[src/rtl/mips_pkg.sv]
// mips_pkg: shared MIPS-I encodings for the decode stage and the ALU.
// Holds opcode/funct numbers, the ALU operation codes, the destination
// select used by decode, and the control bundle produced by id_ctrl.
package mips_pkg;

    // Primary opcodes, instr[31:26]
    localparam logic [5:0] OP_RTYPE = 6'h00;
    localparam logic [5:0] OP_J     = 6'h02;
    localparam logic [5:0] OP_JAL   = 6'h03;
    localparam logic [5:0] OP_BEQ   = 6'h04;
    localparam logic [5:0] OP_BNE   = 6'h05;
    localparam logic [5:0] OP_ADDI  = 6'h08;
    localparam logic [5:0] OP_ADDIU = 6'h09;
    localparam logic [5:0] OP_SLTI  = 6'h0A;
    localparam logic [5:0] OP_SLTIU = 6'h0B;
    localparam logic [5:0] OP_ANDI  = 6'h0C;
    localparam logic [5:0] OP_ORI   = 6'h0D;
    localparam logic [5:0] OP_XORI  = 6'h0E;
    localparam logic [5:0] OP_LUI   = 6'h0F;
    localparam logic [5:0] OP_LW    = 6'h23;
    localparam logic [5:0] OP_SW    = 6'h2B;

    // R-type function codes, instr[5:0]
    localparam logic [5:0] FN_SLL  = 6'h00;
    localparam logic [5:0] FN_SRL  = 6'h02;
    localparam logic [5:0] FN_SRA  = 6'h03;
    localparam logic [5:0] FN_JR   = 6'h08;
    localparam logic [5:0] FN_ADD  = 6'h20;
    localparam logic [5:0] FN_ADDU = 6'h21;
    localparam logic [5:0] FN_SUB  = 6'h22;
    localparam logic [5:0] FN_SUBU = 6'h23;
    localparam logic [5:0] FN_AND  = 6'h24;
    localparam logic [5:0] FN_OR   = 6'h25;
    localparam logic [5:0] FN_XOR  = 6'h26;
    localparam logic [5:0] FN_NOR  = 6'h27;
    localparam logic [5:0] FN_SLT  = 6'h2A;
    localparam logic [5:0] FN_SLTU = 6'h2B;

    // Link register written by jal
    localparam logic [4:0] REG_RA = 5'd31;

    // ALU operation codes, shared with the execute-stage ALU
    typedef enum logic [3:0] {
        ALU_ADD  = 4'd0,
        ALU_SUB  = 4'd1,
        ALU_AND  = 4'd2,
        ALU_OR   = 4'd3,
        ALU_XOR  = 4'd4,
        ALU_NOR  = 4'd5,
        ALU_SLT  = 4'd6,
        ALU_SLTU = 4'd7,
        ALU_SLL  = 4'd8,
        ALU_SRL  = 4'd9,
        ALU_SRA  = 4'd10,
        ALU_LUI  = 4'd11
    } alu_op_e;

    // Which instruction field names the destination register
    typedef enum logic [1:0] {
        WB_RT = 2'd0,
        WB_RD = 2'd1,
        WB_RA = 2'd2
    } wb_sel_e;

    // Control bundle derived from opcode/funct alone
    typedef struct packed {
        alu_op_e alu_op;
        wb_sel_e wb_sel;
        logic    sext;
        logic    reg_write;
        logic    mem_read;
        logic    mem_write;
        logic    branch_eq;
        logic    branch_ne;
        logic    jump;
        logic    jump_reg;
        logic    illegal;
    } ctrl_t;

    // Everything off: the starting point for every decode
    localparam ctrl_t CTRL_NONE = '{
        alu_op:    ALU_ADD,
        wb_sel:    WB_RT,
        sext:      1'b0,
        reg_write: 1'b0,
        mem_read:  1'b0,
        mem_write: 1'b0,
        branch_eq: 1'b0,
        branch_ne: 1'b0,
        jump:      1'b0,
        jump_reg:  1'b0,
        illegal:   1'b0
    };

    function automatic logic [5:0] opcodeOf(input logic [31:0] instr);
        return instr[31:26];
    endfunction

    function automatic logic [5:0] functOf(input logic [31:0] instr);
        return instr[5:0];
    endfunction

endpackage

[src/rtl/id_decode_if.sv]
// id_decode_if: fetch-side and execute-side handshake plus the decoded
// fields of the decode stage. The slave modport is the decode stage's view,
// the master modport is the view of whatever drives fetch and consumes
// execute (in practice the surrounding pipeline or a testbench).
interface id_decode_if #(
    parameter int IMM_WIDTH = 16
);
    // Fetch side
    logic                 in_valid;
    logic                 in_ready;
    logic [31:0]          in_pc;
    logic [31:0]          in_instr;
    logic                 flush;

    // Execute side
    logic                 out_valid;
    logic                 out_ready;
    logic [31:0]          out_pc;
    logic [4:0]           rs;
    logic [4:0]           rt;
    logic [4:0]           wb_addr;
    logic [4:0]           shamt;
    logic [IMM_WIDTH-1:0] imm;
    logic                 sext;
    logic [3:0]           alu_op;
    logic                 reg_write;
    logic                 mem_read;
    logic                 mem_write;
    logic                 branch_eq;
    logic                 branch_ne;
    logic                 jump;
    logic                 jump_reg;
    logic [25:0]          jidx;
    logic                 illegal;

    modport slave (
        input  in_valid, in_pc, in_instr, flush, out_ready,
        output in_ready, out_valid, out_pc, rs, rt, wb_addr, shamt, imm,
               sext, alu_op, reg_write, mem_read, mem_write, branch_eq,
               branch_ne, jump, jump_reg, jidx, illegal
    );

    modport master (
        output in_valid, in_pc, in_instr, flush, out_ready,
        input  in_ready, out_valid, out_pc, rs, rt, wb_addr, shamt, imm,
               sext, alu_op, reg_write, mem_read, mem_write, branch_eq,
               branch_ne, jump, jump_reg, jidx, illegal
    );

endinterface

[src/rtl/id_ctrl.sv]
// id_ctrl: purely combinational opcode/funct to control-bundle decoder.
// Unsupported encodings come out with every write/memory/branch/jump
// control low and illegal set, so they flow down the pipe harmlessly.
module id_ctrl
    import mips_pkg::*;
(
    input  logic [5:0] i_opcode,
    input  logic [5:0] i_funct,
    output ctrl_t      o_ctrl
);

    // Decode opcode (and funct for R-type) into the control bundle
    always_comb begin
        o_ctrl = CTRL_NONE;
        case (i_opcode)
            OP_RTYPE: begin
                o_ctrl.wb_sel    = WB_RD;
                o_ctrl.reg_write = 1'b1;
                case (i_funct)
                    FN_ADD, FN_ADDU: o_ctrl.alu_op = ALU_ADD;
                    FN_SUB, FN_SUBU: o_ctrl.alu_op = ALU_SUB;
                    FN_AND:          o_ctrl.alu_op = ALU_AND;
                    FN_OR:           o_ctrl.alu_op = ALU_OR;
                    FN_XOR:          o_ctrl.alu_op = ALU_XOR;
                    FN_NOR:          o_ctrl.alu_op = ALU_NOR;
                    FN_SLT:          o_ctrl.alu_op = ALU_SLT;
                    FN_SLTU:         o_ctrl.alu_op = ALU_SLTU;
                    FN_SLL:          o_ctrl.alu_op = ALU_SLL;
                    FN_SRL:          o_ctrl.alu_op = ALU_SRL;
                    FN_SRA:          o_ctrl.alu_op = ALU_SRA;
                    FN_JR: begin
                        o_ctrl.reg_write = 1'b0;
                        o_ctrl.jump_reg  = 1'b1;
                    end
                    default: begin
                        o_ctrl.reg_write = 1'b0;
                        o_ctrl.illegal   = 1'b1;
                    end
                endcase
            end
            OP_ADDI, OP_ADDIU: begin
                o_ctrl.sext      = 1'b1;
                o_ctrl.reg_write = 1'b1;
                o_ctrl.alu_op    = ALU_ADD;
            end
            OP_SLTI: begin
                o_ctrl.sext      = 1'b1;
                o_ctrl.reg_write = 1'b1;
                o_ctrl.alu_op    = ALU_SLT;
            end
            OP_SLTIU: begin
                o_ctrl.sext      = 1'b1;
                o_ctrl.reg_write = 1'b1;
                o_ctrl.alu_op    = ALU_SLTU;
            end
            OP_LW: begin
                o_ctrl.sext      = 1'b1;
                o_ctrl.reg_write = 1'b1;
                o_ctrl.mem_read  = 1'b1;
                o_ctrl.alu_op    = ALU_ADD;
            end
            OP_SW: begin
                o_ctrl.sext      = 1'b1;
                o_ctrl.mem_write = 1'b1;
                o_ctrl.alu_op    = ALU_ADD;
            end
            OP_BEQ: begin
                o_ctrl.sext      = 1'b1;
                o_ctrl.branch_eq = 1'b1;
                o_ctrl.alu_op    = ALU_SUB;
            end
            OP_BNE: begin
                o_ctrl.sext      = 1'b1;
                o_ctrl.branch_ne = 1'b1;
                o_ctrl.alu_op    = ALU_SUB;
            end
            OP_ANDI: begin
                o_ctrl.reg_write = 1'b1;
                o_ctrl.alu_op    = ALU_AND;
            end
            OP_ORI: begin
                o_ctrl.reg_write = 1'b1;
                o_ctrl.alu_op    = ALU_OR;
            end
            OP_XORI: begin
                o_ctrl.reg_write = 1'b1;
                o_ctrl.alu_op    = ALU_XOR;
            end
            OP_LUI: begin
                o_ctrl.reg_write = 1'b1;
                o_ctrl.alu_op    = ALU_LUI;
            end
            OP_J: begin
                o_ctrl.jump = 1'b1;
            end
            OP_JAL: begin
                o_ctrl.jump      = 1'b1;
                o_ctrl.reg_write = 1'b1;
                o_ctrl.wb_sel    = WB_RA;
            end
            default: begin
                o_ctrl.illegal = 1'b1;
            end
        endcase
    end

endmodule

[src/rtl/id_decode.sv]
// id_decode: instruction-decode pipeline stage. Accepts one fetched
// instruction per cycle under valid/ready, decodes it through id_ctrl and
// holds the result in output registers until execute consumes it. There is
// no skid buffer, so in_ready depends combinationally on out_ready. A flush
// turns the stage into a bubble and drops whatever fetch is offering.
module id_decode
    import mips_pkg::*;
#(
    parameter int IMM_WIDTH = 16
) (
    input  logic       clk,
    input  logic       rst_n,
    id_decode_if.slave bus
);

    logic [31:0]          w_instr;
    logic [5:0]           w_opcode;
    logic [5:0]           w_funct;
    ctrl_t                w_ctrl;
    logic [4:0]           w_wbAddr;
    logic                 w_inReady;
    logic                 w_load;

    logic                 r_valid;
    logic [31:0]          r_pc;
    logic [4:0]           r_rs;
    logic [4:0]           r_rt;
    logic [4:0]           r_wbAddr;
    logic [4:0]           r_shamt;
    logic [IMM_WIDTH-1:0] r_imm;
    logic                 r_sext;
    alu_op_e              r_aluOp;
    logic                 r_regWrite;
    logic                 r_memRead;
    logic                 r_memWrite;
    logic                 r_branchEq;
    logic                 r_branchNe;
    logic                 r_jump;
    logic                 r_jumpReg;
    logic [25:0]          r_jidx;
    logic                 r_illegal;

    assign w_instr  = bus.in_instr;
    assign w_opcode = opcodeOf(w_instr);
    assign w_funct  = functOf(w_instr);

    id_ctrl u_ctrl (
        .i_opcode (w_opcode),
        .i_funct  (w_funct),
        .o_ctrl   (w_ctrl)
    );

    // The stage can take a new beat when empty or when its beat leaves now
    assign w_inReady = !r_valid || bus.out_ready;
    assign w_load    = bus.in_valid && w_inReady && !bus.flush;

    // Pick the destination register field named by the control bundle
    always_comb begin
        w_wbAddr = w_instr[20:16];
        case (w_ctrl.wb_sel)
            WB_RD:   w_wbAddr = w_instr[15:11];
            WB_RA:   w_wbAddr = REG_RA;
            default: w_wbAddr = w_instr[20:16];
        endcase
    end

    // Pipeline register: reset beats flush, flush beats load, load beats drain
    always_ff @(posedge clk) begin
        if (!rst_n) begin
            r_valid    <= 1'b0;
            r_pc       <= '0;
            r_rs       <= '0;
            r_rt       <= '0;
            r_wbAddr   <= '0;
            r_shamt    <= '0;
            r_imm      <= '0;
            r_sext     <= 1'b0;
            r_aluOp    <= ALU_ADD;
            r_regWrite <= 1'b0;
            r_memRead  <= 1'b0;
            r_memWrite <= 1'b0;
            r_branchEq <= 1'b0;
            r_branchNe <= 1'b0;
            r_jump     <= 1'b0;
            r_jumpReg  <= 1'b0;
            r_jidx     <= '0;
            r_illegal  <= 1'b0;
        end else if (bus.flush) begin
            r_valid <= 1'b0;
        end else if (w_load) begin
            r_valid    <= 1'b1;
            r_pc       <= bus.in_pc;
            r_rs       <= w_instr[25:21];
            r_rt       <= w_instr[20:16];
            r_wbAddr   <= w_wbAddr;
            r_shamt    <= w_instr[10:6];
            r_imm      <= w_instr[IMM_WIDTH-1:0];
            r_sext     <= w_ctrl.sext;
            r_aluOp    <= w_ctrl.alu_op;
            r_regWrite <= w_ctrl.reg_write;
            r_memRead  <= w_ctrl.mem_read;
            r_memWrite <= w_ctrl.mem_write;
            r_branchEq <= w_ctrl.branch_eq;
            r_branchNe <= w_ctrl.branch_ne;
            r_jump     <= w_ctrl.jump;
            r_jumpReg  <= w_ctrl.jump_reg;
            r_jidx     <= w_instr[25:0];
            r_illegal  <= w_ctrl.illegal;
        end else if (bus.out_ready) begin
            r_valid <= 1'b0;
        end
    end

    assign bus.in_ready  = w_inReady;
    assign bus.out_valid = r_valid;
    assign bus.out_pc    = r_pc;
    assign bus.rs        = r_rs;
    assign bus.rt        = r_rt;
    assign bus.wb_addr   = r_wbAddr;
    assign bus.shamt     = r_shamt;
    assign bus.imm       = r_imm;
    assign bus.sext      = r_sext;
    assign bus.alu_op    = r_aluOp;
    assign bus.reg_write = r_regWrite;
    assign bus.mem_read  = r_memRead;
    assign bus.mem_write = r_memWrite;
    assign bus.branch_eq = r_branchEq;
    assign bus.branch_ne = r_branchNe;
    assign bus.jump      = r_jump;
    assign bus.jump_reg  = r_jumpReg;
    assign bus.jidx      = r_jidx;
    assign bus.illegal   = r_illegal;

endmodule

[src/flat_wrapper.sv]
// flat-port wrapper written by rule: the top's interface ports become plain ports
module id_decode_flat import mips_pkg::*;
#(
    parameter int IMM_WIDTH = 16
)
  (clk, rst_n, bus_in_valid, bus_in_pc, bus_in_instr, bus_flush, bus_out_ready, bus_in_ready, bus_out_valid, bus_out_pc, bus_rs, bus_rt, bus_wb_addr, bus_shamt, bus_imm, bus_sext, bus_alu_op, bus_reg_write, bus_mem_read, bus_mem_write, bus_branch_eq, bus_branch_ne, bus_jump, bus_jump_reg, bus_jidx, bus_illegal);
  id_decode_if #(.IMM_WIDTH(IMM_WIDTH)) bus_i ();
  input  logic clk;
  input  logic rst_n;
  input wire logic [$bits(bus_i.in_valid)-1:0] bus_in_valid;
  input wire logic [$bits(bus_i.in_pc)-1:0] bus_in_pc;
  input wire logic [$bits(bus_i.in_instr)-1:0] bus_in_instr;
  input wire logic [$bits(bus_i.flush)-1:0] bus_flush;
  input wire logic [$bits(bus_i.out_ready)-1:0] bus_out_ready;
  output wire logic [$bits(bus_i.in_ready)-1:0] bus_in_ready;
  output wire logic [$bits(bus_i.out_valid)-1:0] bus_out_valid;
  output wire logic [$bits(bus_i.out_pc)-1:0] bus_out_pc;
  output wire logic [$bits(bus_i.rs)-1:0] bus_rs;
  output wire logic [$bits(bus_i.rt)-1:0] bus_rt;
  output wire logic [$bits(bus_i.wb_addr)-1:0] bus_wb_addr;
  output wire logic [$bits(bus_i.shamt)-1:0] bus_shamt;
  output wire logic [$bits(bus_i.imm)-1:0] bus_imm;
  output wire logic [$bits(bus_i.sext)-1:0] bus_sext;
  output wire logic [$bits(bus_i.alu_op)-1:0] bus_alu_op;
  output wire logic [$bits(bus_i.reg_write)-1:0] bus_reg_write;
  output wire logic [$bits(bus_i.mem_read)-1:0] bus_mem_read;
  output wire logic [$bits(bus_i.mem_write)-1:0] bus_mem_write;
  output wire logic [$bits(bus_i.branch_eq)-1:0] bus_branch_eq;
  output wire logic [$bits(bus_i.branch_ne)-1:0] bus_branch_ne;
  output wire logic [$bits(bus_i.jump)-1:0] bus_jump;
  output wire logic [$bits(bus_i.jump_reg)-1:0] bus_jump_reg;
  output wire logic [$bits(bus_i.jidx)-1:0] bus_jidx;
  output wire logic [$bits(bus_i.illegal)-1:0] bus_illegal;
  assign bus_i.in_valid = bus_in_valid;
  assign bus_i.in_pc = bus_in_pc;
  assign bus_i.in_instr = bus_in_instr;
  assign bus_i.flush = bus_flush;
  assign bus_i.out_ready = bus_out_ready;
  assign bus_in_ready = bus_i.in_ready;
  assign bus_out_valid = bus_i.out_valid;
  assign bus_out_pc = bus_i.out_pc;
  assign bus_rs = bus_i.rs;
  assign bus_rt = bus_i.rt;
  assign bus_wb_addr = bus_i.wb_addr;
  assign bus_shamt = bus_i.shamt;
  assign bus_imm = bus_i.imm;
  assign bus_sext = bus_i.sext;
  assign bus_alu_op = bus_i.alu_op;
  assign bus_reg_write = bus_i.reg_write;
  assign bus_mem_read = bus_i.mem_read;
  assign bus_mem_write = bus_i.mem_write;
  assign bus_branch_eq = bus_i.branch_eq;
  assign bus_branch_ne = bus_i.branch_ne;
  assign bus_jump = bus_i.jump;
  assign bus_jump_reg = bus_i.jump_reg;
  assign bus_jidx = bus_i.jidx;
  assign bus_illegal = bus_i.illegal;
  id_decode #(.IMM_WIDTH(IMM_WIDTH)) u_core (.clk(clk), .rst_n(rst_n), .bus(bus_i));
endmodule
[config.mk]
export PLATFORM = sky130hd
export DESIGN_NAME = id_decode_flat
export DESIGN_NICKNAME = d
export VERILOG_FILES = /design/src/rtl/mips_pkg.sv /design/src/rtl/id_decode_if.sv /design/src/rtl/id_ctrl.sv /design/src/rtl/id_decode.sv /design/src/flat_wrapper.sv
export SDC_FILE = /design/constraint.sdc
export NUM_CORES = 1
export LEC_CHECK = 0
export CORE_UTILIZATION = 40
export DETAILED_ROUTE_END_ITERATION = 12
export GPL_TIMING_DRIVEN = 0
export PLACE_DENSITY_LB_ADDON = 0.15
export SLEW_MARGIN = 5
export SYNTH_ARGS = -nofsm -noshare
export SYNTH_HDL_FRONTEND = slang
export SYNTH_SLANG_ARGS = --single-unit
[constraint.sdc]
create_clock -name clk -period 6.5 [get_ports clk]
set_input_delay 1.3 -clock clk [delete_from_list [all_inputs] [get_ports clk]]
set_output_delay 1.3 -clock clk [all_outputs]
set_load 0.1 [all_outputs]
==> impl_metrics.json, run 1 <==
{
  "critical_path.endpoint_type": "output port",
  "gr-usage-all-layers": 0.218,
  "dp.final_hpwl_um": 7710,
  "critical_path_arrival_ns": 3.04,
  "yosys.cell_types.count": 43,
  "remaining_drc_errors": 0,
  "sequential_standard_cell_area_mm2": 0.00154,
  "fin_ws_ns": 2.16,
  "cts_resized": 0,
  "number_of_buffers_added_by_the_clock_tree_synthesis_step": 9,
  "hp-start": "u_core.bus.out_pc[19]",
  "layout-drive-gt1-share": 0.0761,
  "timing_worst_slew_pin_value_ns": 1.04,
  "synthesis.nets": 513,
  "synth_warnings": 0,
  "leakage_nw": 2.07,
  "die_h_um": 96.1,
  "timing.final.crit_period_ns": 4.34,
  "post_cts.repair.setup_buffers": 0,
  "grt_pass1_vias": 3277,
  "area_after_dpl_mm2": 0.00543,
  "synth_async_sr_flop_share": 0,
  "final-hold-violation-count": 0,
  "routed_wire_length_per_instance_um": 13.7,
  "routedLengthMet1_um": 4190,
  "combined_area_of_the_multi_input_logic_cells_mm2": 0.00161,
  "synth-edff-count": 0,
  "postRouteAntennaNets": 0,
  "timing.final.max_slew_violations": 0,
  "tritoncts": "done",
  "drt-pass1-iter-count": 4,
  "netSwitchingPower_w": 0.000472,
  "design.portCount": 178,
  "relSlewSlack": 0.304,
  "design.core.area_mm2": 0.00838,
  "first_pass_grt_wire_length_um": 15400,
  "setup.worst_path.class": "in2out",
  "status": "completed",
  "filler_cell_count": 736,
  "clock_latency_ns": 0.34,
  "power_per_cell_area_mw_per_mm2": 238,
  "hold_class": "reg2reg",
  "timing.critical_path.required_ns": 5.20,
  "setup_repair_after_global_routing_missed_its_margin": "no",
  "fin_skew_ns": 0.00778,
  "timing.fmax_ghz": 0.230,
  "ir_drop_uv": 123,
  "totalNegativeSetupSlack_ns": 0,
  "synth_top_area_share": 0.435,
  "power.switching_fraction": 0.351,
  "first_iter_violations": 176,
  "portion_of_the_post_synthesis_area_used_by_sequential_elements": 0.435,
  "floorplan.die_area_mm2": 0.00924,
  "nNetsFinal": 699,
  "synthesis.instances": 442,
  "critical_path.startpoint": "bus_out_ready",
  "initial_core_util": 0.423,
  "cts-htree-levels": 3,
  "synth.avg_cell_area_um2": 8.01,
  "cts.sinks": 77,
  "hold_buffers": 0,
  "dr.max_layer_used": "met4",
  "die_w_um": 96.1,
  "routed-via-count": 3571,
  "antennaDiodeCount": 0,
  "port-buffer-count": 175,
  "ys_top_cells_by_area": "sky130_fd_sc_hd__dfxtp_1, sky130_fd_sc_hd__nand2_1, sky130_fd_sc_hd__a21boi_0",
  "gpl.final_weighted_congestion": 0.832,
  "netlist_area_mm2": 0.00354,
  "intPower_w": 0.000873,
  "cts-root-to-sink-buffers": 2,
  "grt_overflow_total": 0,
  "cts.clk_slew.worst_paths_ns": 0.07,
  "r2r_start": "u_core.bus.out_valid",
  "timing.critical_path.from_type": "input pin",
  "seq_power_share": 0.375,
  "synthFlopType": "sky130_fd_sc_hd__dfxtp_1",
  "drt_wl_total_um": 10100,
  "grt_start_max_net_pins": 13,
  "vias_per_cell": 4.85,
  "power_frac_comb": 0.301,
  "area_delta_synth_final_pct": 59.8,
  "finish.instance_area_mm2": 0.00566,
  "pwr-share-clk": 0.324,
  "worst-path-max-fanout": 3,
  "maxCapViolCount": 0,
  "post_layout_nonfiller_instances": 736,
  "largest_register_ffs": 32,
  "period_share": 0.668,
  "rows": 33,
  "clock-root-buffer": "sky130_fd_sc_hd__clkbuf_8",
  "preCtsSetupSlack_ns": 2.16,
  "met3WireLength_um": 1000,
  "sum_of_met2_wire_segment_lengths_after_detailed_routing_um": 4800,
  "post-place-cells": 722,
  "setup_viol_count_final": 0,
  "synth.ff_latch_count": 77,
  "number_of_antenna_violations_at_the_first_check_in_global_routing": 0,
  "yosysTopAreaCell": "sky130_fd_sc_hd__dfxtp_1"
}
## cell usage after synthesis (2+ instances only)
master                       n
sky130_fd_sc_hd__nor2b_1     7
sky130_fd_sc_hd__ha_1        2
sky130_fd_sc_hd__nor3b_1     4
sky130_fd_sc_hd__clkbuf_1   30
sky130_fd_sc_hd__nor4_1      2
sky130_fd_sc_hd__dfxtp_1    77
sky130_fd_sc_hd__or3_1       5
sky130_fd_sc_hd__a211oi_1    4
sky130_fd_sc_hd__nand3_1     6
sky130_fd_sc_hd__o21bai_1    2
sky130_fd_sc_hd__nand2b_1    4
sky130_fd_sc_hd__o21ai_0     9
sky130_fd_sc_hd__or4_1       2
sky130_fd_sc_hd__buf_4      31
sky130_fd_sc_hd__inv_1       7
sky130_fd_sc_hd__a22oi_1     5
sky130_fd_sc_hd__nor2_1     14
sky130_fd_sc_hd__a21boi_0   61
sky130_fd_sc_hd__nand2_1   130
sky130_fd_sc_hd__o2111a_1    4
sky130_fd_sc_hd__a21oi_1     9
sky130_fd_sc_hd__nor3_1      6
## routing by layer
metal | track usage | vias to the layer above
met5 | 0 | -
li1 | - | 1817
met1 | 0.263 | 1606
met2 | 0.363 | 140
met3 | 0.0758 | 8
met4 | 0.0684 | 0
## cell families (layout without fill, tap and decap cells)
group,after synthesis,after routing,share of synthesized area
xor gates and xnor gates,1,1,0.00247
muxes,1,1,0.00283
adders and majority gates,2,2,0.00706
and+or+nand+nor,187,187,0.230
buffers and inverters,70,259,0.109
AOI/OAI and AO/OA,104,104,0.213
DFF,77,77,0.435
## per-stage QoR
stage | power [W] | hold WS, ns | util
floorplan | 0.000802 | 0.886 | -
global placement | 0.000917 | 0.448 | 0.647
detailed placement | 0.000922 | 0.456 | 0.647
CTS | 0.00135 | 0.466 | 0.675
global route | 0.00139 | 0.479 | 0.675
finish | 0.00135 | 0.461 | 0.675
## worst paths after layout
path | endpoint | slack (ns) | cells past startpoint
worst max-delay path | bus_in_ready | 2.16 | 4
worst min register to register | u_core.bus.out_pc[19] | 0.46 | 2
worst max register to register | u_core.bus.reg_write | 4.17 | 6
worst min-delay path | u_core.bus.out_pc[19] | 0.46 | 2
## power by group through the flow
stage                     Clock, W  Combinational [W]  Sequential [W]
final                     0.000436           0.000405        0.000504
after detailed placement         0           0.000406        0.000515
after global routing      0.000461           0.000424        0.000507
after global placement           0           0.000403        0.000514
after floorplan                  0           0.000140        0.000662
after CTS                 0.000443           0.000407        0.000504
## layout by cell type (no fill, tap or decap), types with 3 or more instances in the layout
cell                              count
sky130_fd_sc_hd__a22oi_1              5
sky130_fd_sc_hd__clkbuf_8            10
sky130_fd_sc_hd__nand3_1              6
sky130_fd_sc_hd__buf_4               31
sky130_fd_sc_hd__nor2_1              14
sky130_fd_sc_hd__bufinv_16            3
sky130_fd_sc_hd__nand2_1            130
sky130_fd_sc_hd__inv_1                7
sky130_fd_sc_hd__a211oi_1             4
sky130_fd_sc_hd__a21boi_0            61
sky130_fd_sc_hd__clkbuf_1            30
sky130_fd_sc_hd__nor3b_1              4
sky130_fd_sc_hd__nor2b_1              7
sky130_fd_sc_hd__clkdlybuf4s50_1    175
sky130_fd_sc_hd__nand2b_1             4
sky130_fd_sc_hd__nor3_1               6
sky130_fd_sc_hd__or3_1                5
sky130_fd_sc_hd__a21oi_1              9
sky130_fd_sc_hd__o21ai_0              9
sky130_fd_sc_hd__o2111a_1             4
sky130_fd_sc_hd__dfxtp_1             77
## worst max-delay path: stages
cell and delay (ns):
sky130_fd_sc_hd__clkdlybuf4s50_1 0.46, sky130_fd_sc_hd__nor2b_1 0.07, sky130_fd_sc_hd__inv_1 0.07, sky130_fd_sc_hd__clkdlybuf4s50_1 1.14
## cell type report
type,count,share of cell area
well taps,105,0.0232
flip-flops and latches,77,0.272
plain buffers,63,0.0637
clock buffers,10,0.0243
clock inverters,4,0.0172
inverters,7,0.00464
multi-input cells,295,0.285
repair buffers,175,0.309
Note: power is estimated with default switching activity, not from simulation.
==> inputs of run 2 (changes only) <==
- clock period: 6.5 -> 4.15 ns (I/O delays scaled with it)
==> results of run 2 <==
The final DEF is identical to that of run 1. Status: completed.
Main changes from that run: setup slack after placement 2.16 ns -> 0.750 ns; setup slack after layout 2.16 ns -> 0.747 ns; register-to-register setup slack 4.17 ns -> 1.82 ns; total power 0.00135 W -> 0.00211 W; worst IR drop on VDD 123 uV -> 193 uV
